**src/rtl/matriz_serializador.sv**
```systemverilog
// rtl/matriz_serializador.sv - streams a packed DIM x DIM matrix to memory one element per beat
//
// Purpose: captures a flat result matrix from the arithmetic units and writes
// it out over a valid/ready port, in row-major or column-major order.
//
// Ports:
//   clk        system clock, rising edge
//   rst_n      asynchronous active-low reset
//   start      one-cycle request to begin a write-out (honoured only when idle)
//   col_major  order select captured with start (0 row-major, 1 column-major)
//   base_addr  first memory address, captured with start
//   matriz_in  packed source matrix, element (r,c) at [(DIM*ELEM_W*r)+(ELEM_W*c) +: ELEM_W]
//   wr_valid   write beat valid
//   wr_ready   sink accepts the beat when high together with wr_valid
//   wr_addr    address of the current beat
//   wr_data    element of the current beat
//   busy       high whenever a write-out is in progress (SEND or DONE)
//   done       one-cycle pulse after the last beat has been accepted

module matriz_serializador #(
    parameter int ELEM_W = 8,
    parameter int DIM    = 5,
    parameter int ADDR_W = 9
) (
    input  logic                      clk,
    input  logic                      rst_n,
    input  logic                      start,
    input  logic                      col_major,
    input  logic [ADDR_W-1:0]         base_addr,
    input  logic [DIM*DIM*ELEM_W-1:0] matriz_in,
    output logic                      wr_valid,
    input  logic                      wr_ready,
    output logic [ADDR_W-1:0]         wr_addr,
    output logic [ELEM_W-1:0]         wr_data,
    output logic                      busy,
    output logic                      done
);

    localparam int MAT_W = DIM * DIM * ELEM_W;
    localparam int IDX_W = (DIM > 1) ? $clog2(DIM) : 1;
    localparam int K_W   = $clog2(DIM * DIM + 1);

    localparam logic [IDX_W-1:0] IDX_LAST = IDX_W'(DIM - 1);
    localparam logic [K_W-1:0]   K_LAST   = K_W'(DIM * DIM - 1);

    typedef enum logic [1:0] {
        IDLE = 2'd0,
        SEND = 2'd1,
        FIN  = 2'd2
    } state_t;

    state_t           state;
    logic [MAT_W-1:0] shadow;
    logic             order_col;
    logic [K_W-1:0]   k;
    logic [IDX_W-1:0] r;
    logic [IDX_W-1:0] c;
    logic [IDX_W-1:0] r_nxt;
    logic [IDX_W-1:0] c_nxt;

    function automatic logic [ELEM_W-1:0] elem_at(
        input logic [MAT_W-1:0] m,
        input logic [IDX_W-1:0] row,
        input logic [IDX_W-1:0] col
    );
        int idx;
        idx = DIM * ELEM_W * int'(row) + ELEM_W * int'(col);
        return m[idx +: ELEM_W];
    endfunction

    // Position of the beat following the current one, in the captured order.
    always_comb begin
        r_nxt = r;
        c_nxt = c;
        if (order_col) begin
            if (r == IDX_LAST) begin
                r_nxt = '0;
                c_nxt = c + IDX_W'(1);
            end else begin
                r_nxt = r + IDX_W'(1);
            end
        end else begin
            if (c == IDX_LAST) begin
                c_nxt = '0;
                r_nxt = r + IDX_W'(1);
            end else begin
                c_nxt = c + IDX_W'(1);
            end
        end
    end

    // wr_data/wr_addr are loaded one edge ahead so the port is fully registered:
    // nothing on the output side depends combinationally on wr_ready.
    always_ff @(posedge clk or negedge rst_n) begin
        if (!rst_n) begin
            state     <= IDLE;
            shadow    <= '0;
            order_col <= 1'b0;
            k         <= '0;
            r         <= '0;
            c         <= '0;
            wr_valid  <= 1'b0;
            wr_addr   <= '0;
            wr_data   <= '0;
            busy      <= 1'b0;
            done      <= 1'b0;
        end else begin
            case (state)
                IDLE: begin
                    done <= 1'b0;
                    if (start) begin
                        state     <= SEND;
                        shadow    <= matriz_in;
                        order_col <= col_major;
                        k         <= '0;
                        r         <= '0;
                        c         <= '0;
                        wr_valid  <= 1'b1;
                        wr_addr   <= base_addr;
                        wr_data   <= elem_at(matriz_in, '0, '0);
                        busy      <= 1'b1;
                    end
                end

                SEND: begin
                    if (wr_valid && wr_ready) begin
                        if (k == K_LAST) begin
                            state    <= FIN;
                            wr_valid <= 1'b0;
                            wr_addr  <= '0;
                            wr_data  <= '0;
                            done     <= 1'b1;
                        end else begin
                            k       <= k + K_W'(1);
                            r       <= r_nxt;
                            c       <= c_nxt;
                            // base_addr + k, wrapping silently at 2^ADDR_W
                            wr_addr <= wr_addr + ADDR_W'(1);
                            wr_data <= elem_at(shadow, r_nxt, c_nxt);
                        end
                    end
                end

                FIN: begin
                    state <= IDLE;
                    done  <= 1'b0;
                    busy  <= 1'b0;
                    k     <= '0;
                    r     <= '0;
                    c     <= '0;
                end

                default: begin
                    state    <= IDLE;
                    wr_valid <= 1'b0;
                    busy     <= 1'b0;
                    done     <= 1'b0;
                end
            endcase
        end
    end

endmodule

```
**config.mk**
```make
export PLATFORM = sky130hd
export DESIGN_NAME = matriz_serializador
export DESIGN_NICKNAME = d
export VERILOG_FILES = /design/src/rtl/matriz_serializador.sv
export SDC_FILE = /design/constraint.sdc
export NUM_CORES = 1
export LEC_CHECK = 0
export BUFFER_PORTS_ARGS = -buffer_cell sky130_fd_sc_hd__buf_2
export CAP_MARGIN = 10
export CORE_ASPECT_RATIO = 0.6
export CORE_UTILIZATION = 55
export CTS_BUF_LIST = sky130_fd_sc_hd__clkbuf_16
export CTS_CLUSTER_DIAMETER = 30
export DETAILED_ROUTE_END_ITERATION = 10
export GPL_ROUTABILITY_DRIVEN = 0
export PLACE_DENSITY = 0.78
export SYNTH_ARGS = -nofsm -noshare
export SYNTH_HDL_FRONTEND = slang
export SYNTH_SLANG_ARGS = --single-unit
export TNS_END_PERCENT = 100
```
**constraint.sdc**
```tcl
create_clock -name clk -period 5.85 [get_ports clk]
set_clock_uncertainty 0.15 [all_clocks]
set_input_delay 0 -clock clk [delete_from_list [all_inputs] [get_ports clk]]
set_output_delay 0 -clock clk [all_outputs]
set_load 0.02 [all_outputs]
```
# After elaboration in Yosys (flattened, before gate mapping)
# Index checks and enable logic that the tools add are counted.
[op_classes] n_eq_ne=9 mux=37 n_bitwise=2 reduce_logical=11 shift=1 add_sub_neg=5 multipliers=1
[op_table] cell="$shiftx 200x11->8" count=1
[op_table] cell="$mux 3" count=11
[op_table] cell="$mux 9" count=3
[op_table] cell="$mux 8" count=3
[op_table] cell="$pmux 3 s3" count=2
[op_table] cell="$pmux 9 s2" count=1
[op_table] cell="$pmux 8 s2" count=1
[op_table] cell="$mux 5" count=3
[op_table] cell="$pmux 5 s3" count=1
[op_table] cell="$add 9x6->10" count=1
[op_table] cell="$add 9x1->9 const B" count=1
[op_table] cell="$ne 2x2->1 const B" count=4
[op_table] cell="$reduce_and 4->1" count=2
[op_table] cell="$add 3x1->3 const B" count=2
[op_table] cell="$eq 3x3->1 const B" count=2
[op_table] cell="$mul 3x3->6 const A" count=1
[op_table] cell="$mux 1" count=6
[op_table] cell="$mux 2" count=3
[op_table] cell="$reduce_and 2->1" count=3
[op_table] cell="$reduce_and 3->1" count=2
[op_table] cell="$add 5x1->5 const B" count=1
[op_table] cell="$eq 5x5->1 const B" count=1
[op_table] cell="$pmux 2 s2" count=1
[op_table] cell="$pmux 1 s3" count=1
[op_table] cell="8 further kinds" count=9
[word_totals] reg_bits=234 input_bits=214 out_inout_bits=20 wordCells=77

# Logic depth before layout (Yosys ltp)
[logic_depth] ltp_word=9 mapped_depth=16 ltp_nobuf=14

# Worst setup path before layout
# OpenSTA, ideal clock, no wires.
[synth_timing] kind="register -> register" startpoint="register c[0]" endpoint="register wr_data[3]" setup_time_ns=0.129 arrival_ns=3.033 setup_slack_ns=2.537 path_stages_with_launch=15 t_required_ns=5.571 period_less_slack_ns=3.313 n_path_buf=1 path_cell_list="dfrtp_1 inv_1 ha_1 a21oi_1 nor2_1 a31oi_1 ha_1 inv_1 fa_1 clkbuf_1 mux4_2 mux2i_1 a211oi_1 a211oi_1 o31ai_1"
[synth_via] elab_chain_len=9 elab_cells_between_ends=13 classes_between="add/sub: 2; mul: 1; eq/ne: 1; shift: 1; mux: 8"
[synth_rtl] item="from (decl)" line="57" text="logic [IDX_W-1:0] c;"
[synth_rtl] item="from (signal assigned)" line="136" text="c <= c_nxt;"
[synth_rtl] item="$eq 3x3->1" line="83" text="if (c == IDX_LAST) begin"
[synth_rtl] item="$mux 3" line="83"
[synth_rtl] item="$mux 3" line="75" text="if (order_col) begin"
[synth_rtl] item="$mul 3x3->6" line="67" text="idx = DIM * ELEM_W * int'(row) + ELEM_W * int'(col);"
[synth_rtl] item="$add 9x6->10 (*)" line="67"
[synth_rtl] item="$shiftx 200x11->8 (*)" line="68" text="return m[idx +: ELEM_W];"
[synth_rtl] item="$mux 8 (*)" line="127" text="if (k == K_LAST) begin"
[synth_rtl] item="$mux 8 (*)" line="126" text="if (wr_valid && wr_ready) begin"
[synth_rtl] item="$pmux 8 s2 (*)" line="108" text="case (state)"
[synth_rtl] item="to (signal assigned)" line="120" text="wr_data <= elem_at(matriz_in, '0, '0);"
[synth_rtl] item="to (signal assigned)" line="139" text="wr_data <= elem_at(shadow, r_nxt, c_nxt);"
[synth_rtl] item="to (decl)" line="34" text="output logic [ELEM_W-1:0] wr_data,"
# Mark *: on every way between the ends. The rest lies on a longest branch, timed or not. The select of a mux whose other input is x is not followed.
# A chain may end at the register's enable or synchronous reset.

# Worst setup path in the final report
[layout_timing] startpoint="register c[0]" endpoint="register wr_data[1]"
# Same word-level chain as after synthesis.

==> impl_metrics.toml <==
[routing]
ant_nets = 0
firstDrtPassIters = 5
drc = 0
wire_per_inst_um = 23.0
via_count = 8891
drt_wl_total_um = 34800
vias_per_cell = 5.87
initialDrtViolationCount = 752

[timing]
fmax_mhz = 221
finalSetupTns_ps = 0
setup_viol = 0
layout_min_cycle_time_ps = 4530
relSlewSlack = 0.141
maxSlewViolCount = 0
min_period_over_period = 0.775
worst_pin_slew_ps = 1290
rsz0062_at_grt = "no"
hold_violations = 0

[placed_design]
port_buffers = 233
placed_cells = 1234
hpwl_um = 20300

[setup_path]
worstPathArrival_ps = 4770
worst_setup_path_start_kind = "register"
cp_common_cell = "inv_1"
cp_max_fo = 28
max_stage_delay_ps = 980
crit_type = "register to register"
worstPathCellList = "inv_1 > ha_1 > a21oi_1 > nor2_1 > a31oi_1 > ha_4 > inv_1 > fa_2 > buf_4 > nand3b_1 > nor4_4 > a211oi_1 > o31ai_1"
required_ps = 6080
end_kind = "register"
crit_slowest_cell = "fa_2"

[synth]
synth_area_mm2 = 0.0111
synth_edf_count = 0
synth_fp_nets = 1005
synth.distinct_cells = 47
synth_area_per_cell_um2 = 14.3
ys.warnings.count = 0
seq_area_frac_synth = 0.526
async_reset_ff_frac = 1.00
synth.ff_latch_count = 234
syn_inst = 777
ys.flop_type = "dfrtp_1"

[clock_network]
htreeDepth = 2
cts_tree = "built"
insertion_delay_ps = 500
cts_setup_buffers = 0
clock_tree.buffer_depth = 3
clockRootBuffer = "clkbuf_16"
cts_buffers = 34
cts.repair.resized = 0
path_clk_slew_ps = 60
cts_sinks = 234

[global_routing]
grt_antenna_before_repair = 6
grt_max_degree = 133
grt_overflow_total = 0
grt_pass1_wl_um = 53400
grt_pass1_vias = 9416
track_usage = 0.344

[die]
initial_utilization = 0.574
ios = 234
die_area_mm2 = 0.0208
core_area_mm2 = 0.0194
die_h_um = 112
rows = 39
die_w_um = 186

[power]
leakage_nw = 7.45
p_per_area_mw_per_mm2 = 276
peakVddDrop_v = 0.000205

[final_layout]
drive_gt1_frac = 0.437
nNetsFinal = 1450
stdcell_count = 1515
area.growth.synth_to_final_pct = 42.2

[run]
maxCapViolations = 0

[worst_hold_path]
hp-class = "primary input to async pin"

[run_status]
outcome = "completed"
==> critical path: cells and delay by family (launching register included) <==
kind                     cells  cell delay (ps)
flip-flops                   1              380
adder cells (fa/ha/maj)      3             1420
AO/OA/AOI/OAI                4             1120
AND/OR/NAND/NOR              3              730
buffers and inverters        3              620
==> stage by stage <==
step | hold WS (ps) | power [mW] | setup WS [ps] | util | cell area (µm²)
CTS | 49.1 | 4.36 | 1350 | 0.815 | 15800
global route | 77.3 | 4.51 | 1100 | 0.816 | 15800
floorplan | -446 | 1.95 | 2540 | - | 11100
finish | 11.5 | 4.37 | 1320 | 0.816 | 15800
detailed placement | -36.1 | 2.13 | 1480 | 0.642 | 12500
global placement | -31.8 | 2.12 | 1660 | 0.642 | 12500
==> layout make-up <==
class	instances	area, µm²
flip-flops and latches	234	5860
diodes	3	7.51
well taps	266	333
repair buffers	458	3420
clock inverters	23	255
clock buffers	37	926
multi-input cells	479	4990
fillers	1061	3580
inverters	15	56.3
==> cells in the mapped netlist (2+ instances only) <==
library cell,n,area [µm²]
nor4_1,10,62.6
o31ai_1,8,60.1
nor2_1,13,48.8
ha_1,13,163
mux2_2,202,2270
buf_2,25,125
inv_1,15,56.3
a21oi_1,10,50.1
mux2i_1,25,250
clkbuf_1,16,60.1
nand2b_1,3,18.8
buf_4,2,15.0
mux4_2,48,1080
buf_6,2,22.5
a211oi_1,25,188
nand3_1,7,35.0
nor2b_1,2,12.5
o21ai_0,25,125
xnor2_1,3,26.3
and2_1,2,12.5
a22o_1,8,70.1
a31oi_1,4,25.0
a32oi_1,3,26.3
buf_8,2,30.0
o21bai_1,2,15.0
dfrtp_1,234,5860
nand2_1,25,93.8
and3_1,4,25.0
a22oi_1,8,60.1
nand3b_1,2,15.0
nor3_1,13,65.1
==> path summary, 6_finish.rpt <==
path	start	end	slack, ps	cells past startpoint
max	c[0]$_DFFE_PN0P_	wr_data[1]$_DFFE_PN0P_	1320	13
min	rst_n	wr_addr[1]$_DFFE_PN0P_	10	2
max reg2reg	c[0]$_DFFE_PN0P_	wr_data[1]$_DFFE_PN0P_	1320	13
min reg2reg	busy$_DFFE_PN0P_	busy$_DFFE_PN0P_	340	1
max in group asynchronous	rst_n	shadow[62]$_DFFE_PN0P_	4140	3
min in group clk	matriz_in[189]	shadow[189]$_DFFE_PN0P_	120	3
==> cells by family after synthesis <==
kind of cell	synth area share
compound gates	0.0604
xor+xnor	0.00562
fa+ha+maj	0.0164
buf+inv	0.0285
flops	0.526
mux	0.324
simple gates	0.0398
==> registers in the layout, summed over array words and instances, names as in the netlist, 2 cells and up <==
signal,cells
c,3
k,5
r,3
shadow,200
state,2
wr_addr,9
wr_data,8
==> where the power goes <==
group          internal [mW]  switching (mW)  leakage, nW
registers               1.69          0.0538         3.04
logic                  0.290           0.203         3.82
clock network           1.37           0.761        0.593
==> per-layer routing <==
metal / wire, µm / GRT usage / vias to the layer above / share of wire
li1: - / - / 3843 / -
met2: 15300 / 0.507 / 502 / 0.44
met5: 36 / 0 / - / 0.0010
met3: 3860 / 0.130 / 96 / 0.11
met1: 14700 / 0.473 / 4444 / 0.42
met4: 892 / 0.110 / 6 / 0.026
==> placed cells by master (no fill, tap or decap), types with 2 or more instances in the layout <==
cell and instances:
a32oi_1 3, nor2b_1 2, buf_2 232, bufinv_16 5, a22o_1 8, mux2i_1 25, a21oi_1 10, dfrtp_1 234
clkbuf_16 37, ha_1 12, nand3_1 7, a31oi_1 4, nand3b_1 2, clkinv_4 3, nand2b_1 3, o31ai_1 8
nand2_1 25, inv_1 20, diode_2 3, mux2_2 202, dlygate4sd3_1 218, o21ai_0 25, buf_4 6, nor2_1 13
inv_6 2, o21bai_1 2, a22oi_1 8, clkinv_1 5, and2_1 2, and3_1 4, nor4_1 10, mux4_2 48
a211oi_1 25, xnor2_1 3, nor3_1 13
==> timing repair <==
action	4_1_cts	5_1_grt
endpoints found under the hold margin	331	0
setup endpoints to repair	0	0
hold buffers	218	0
(Power assumes the default switching activity.)
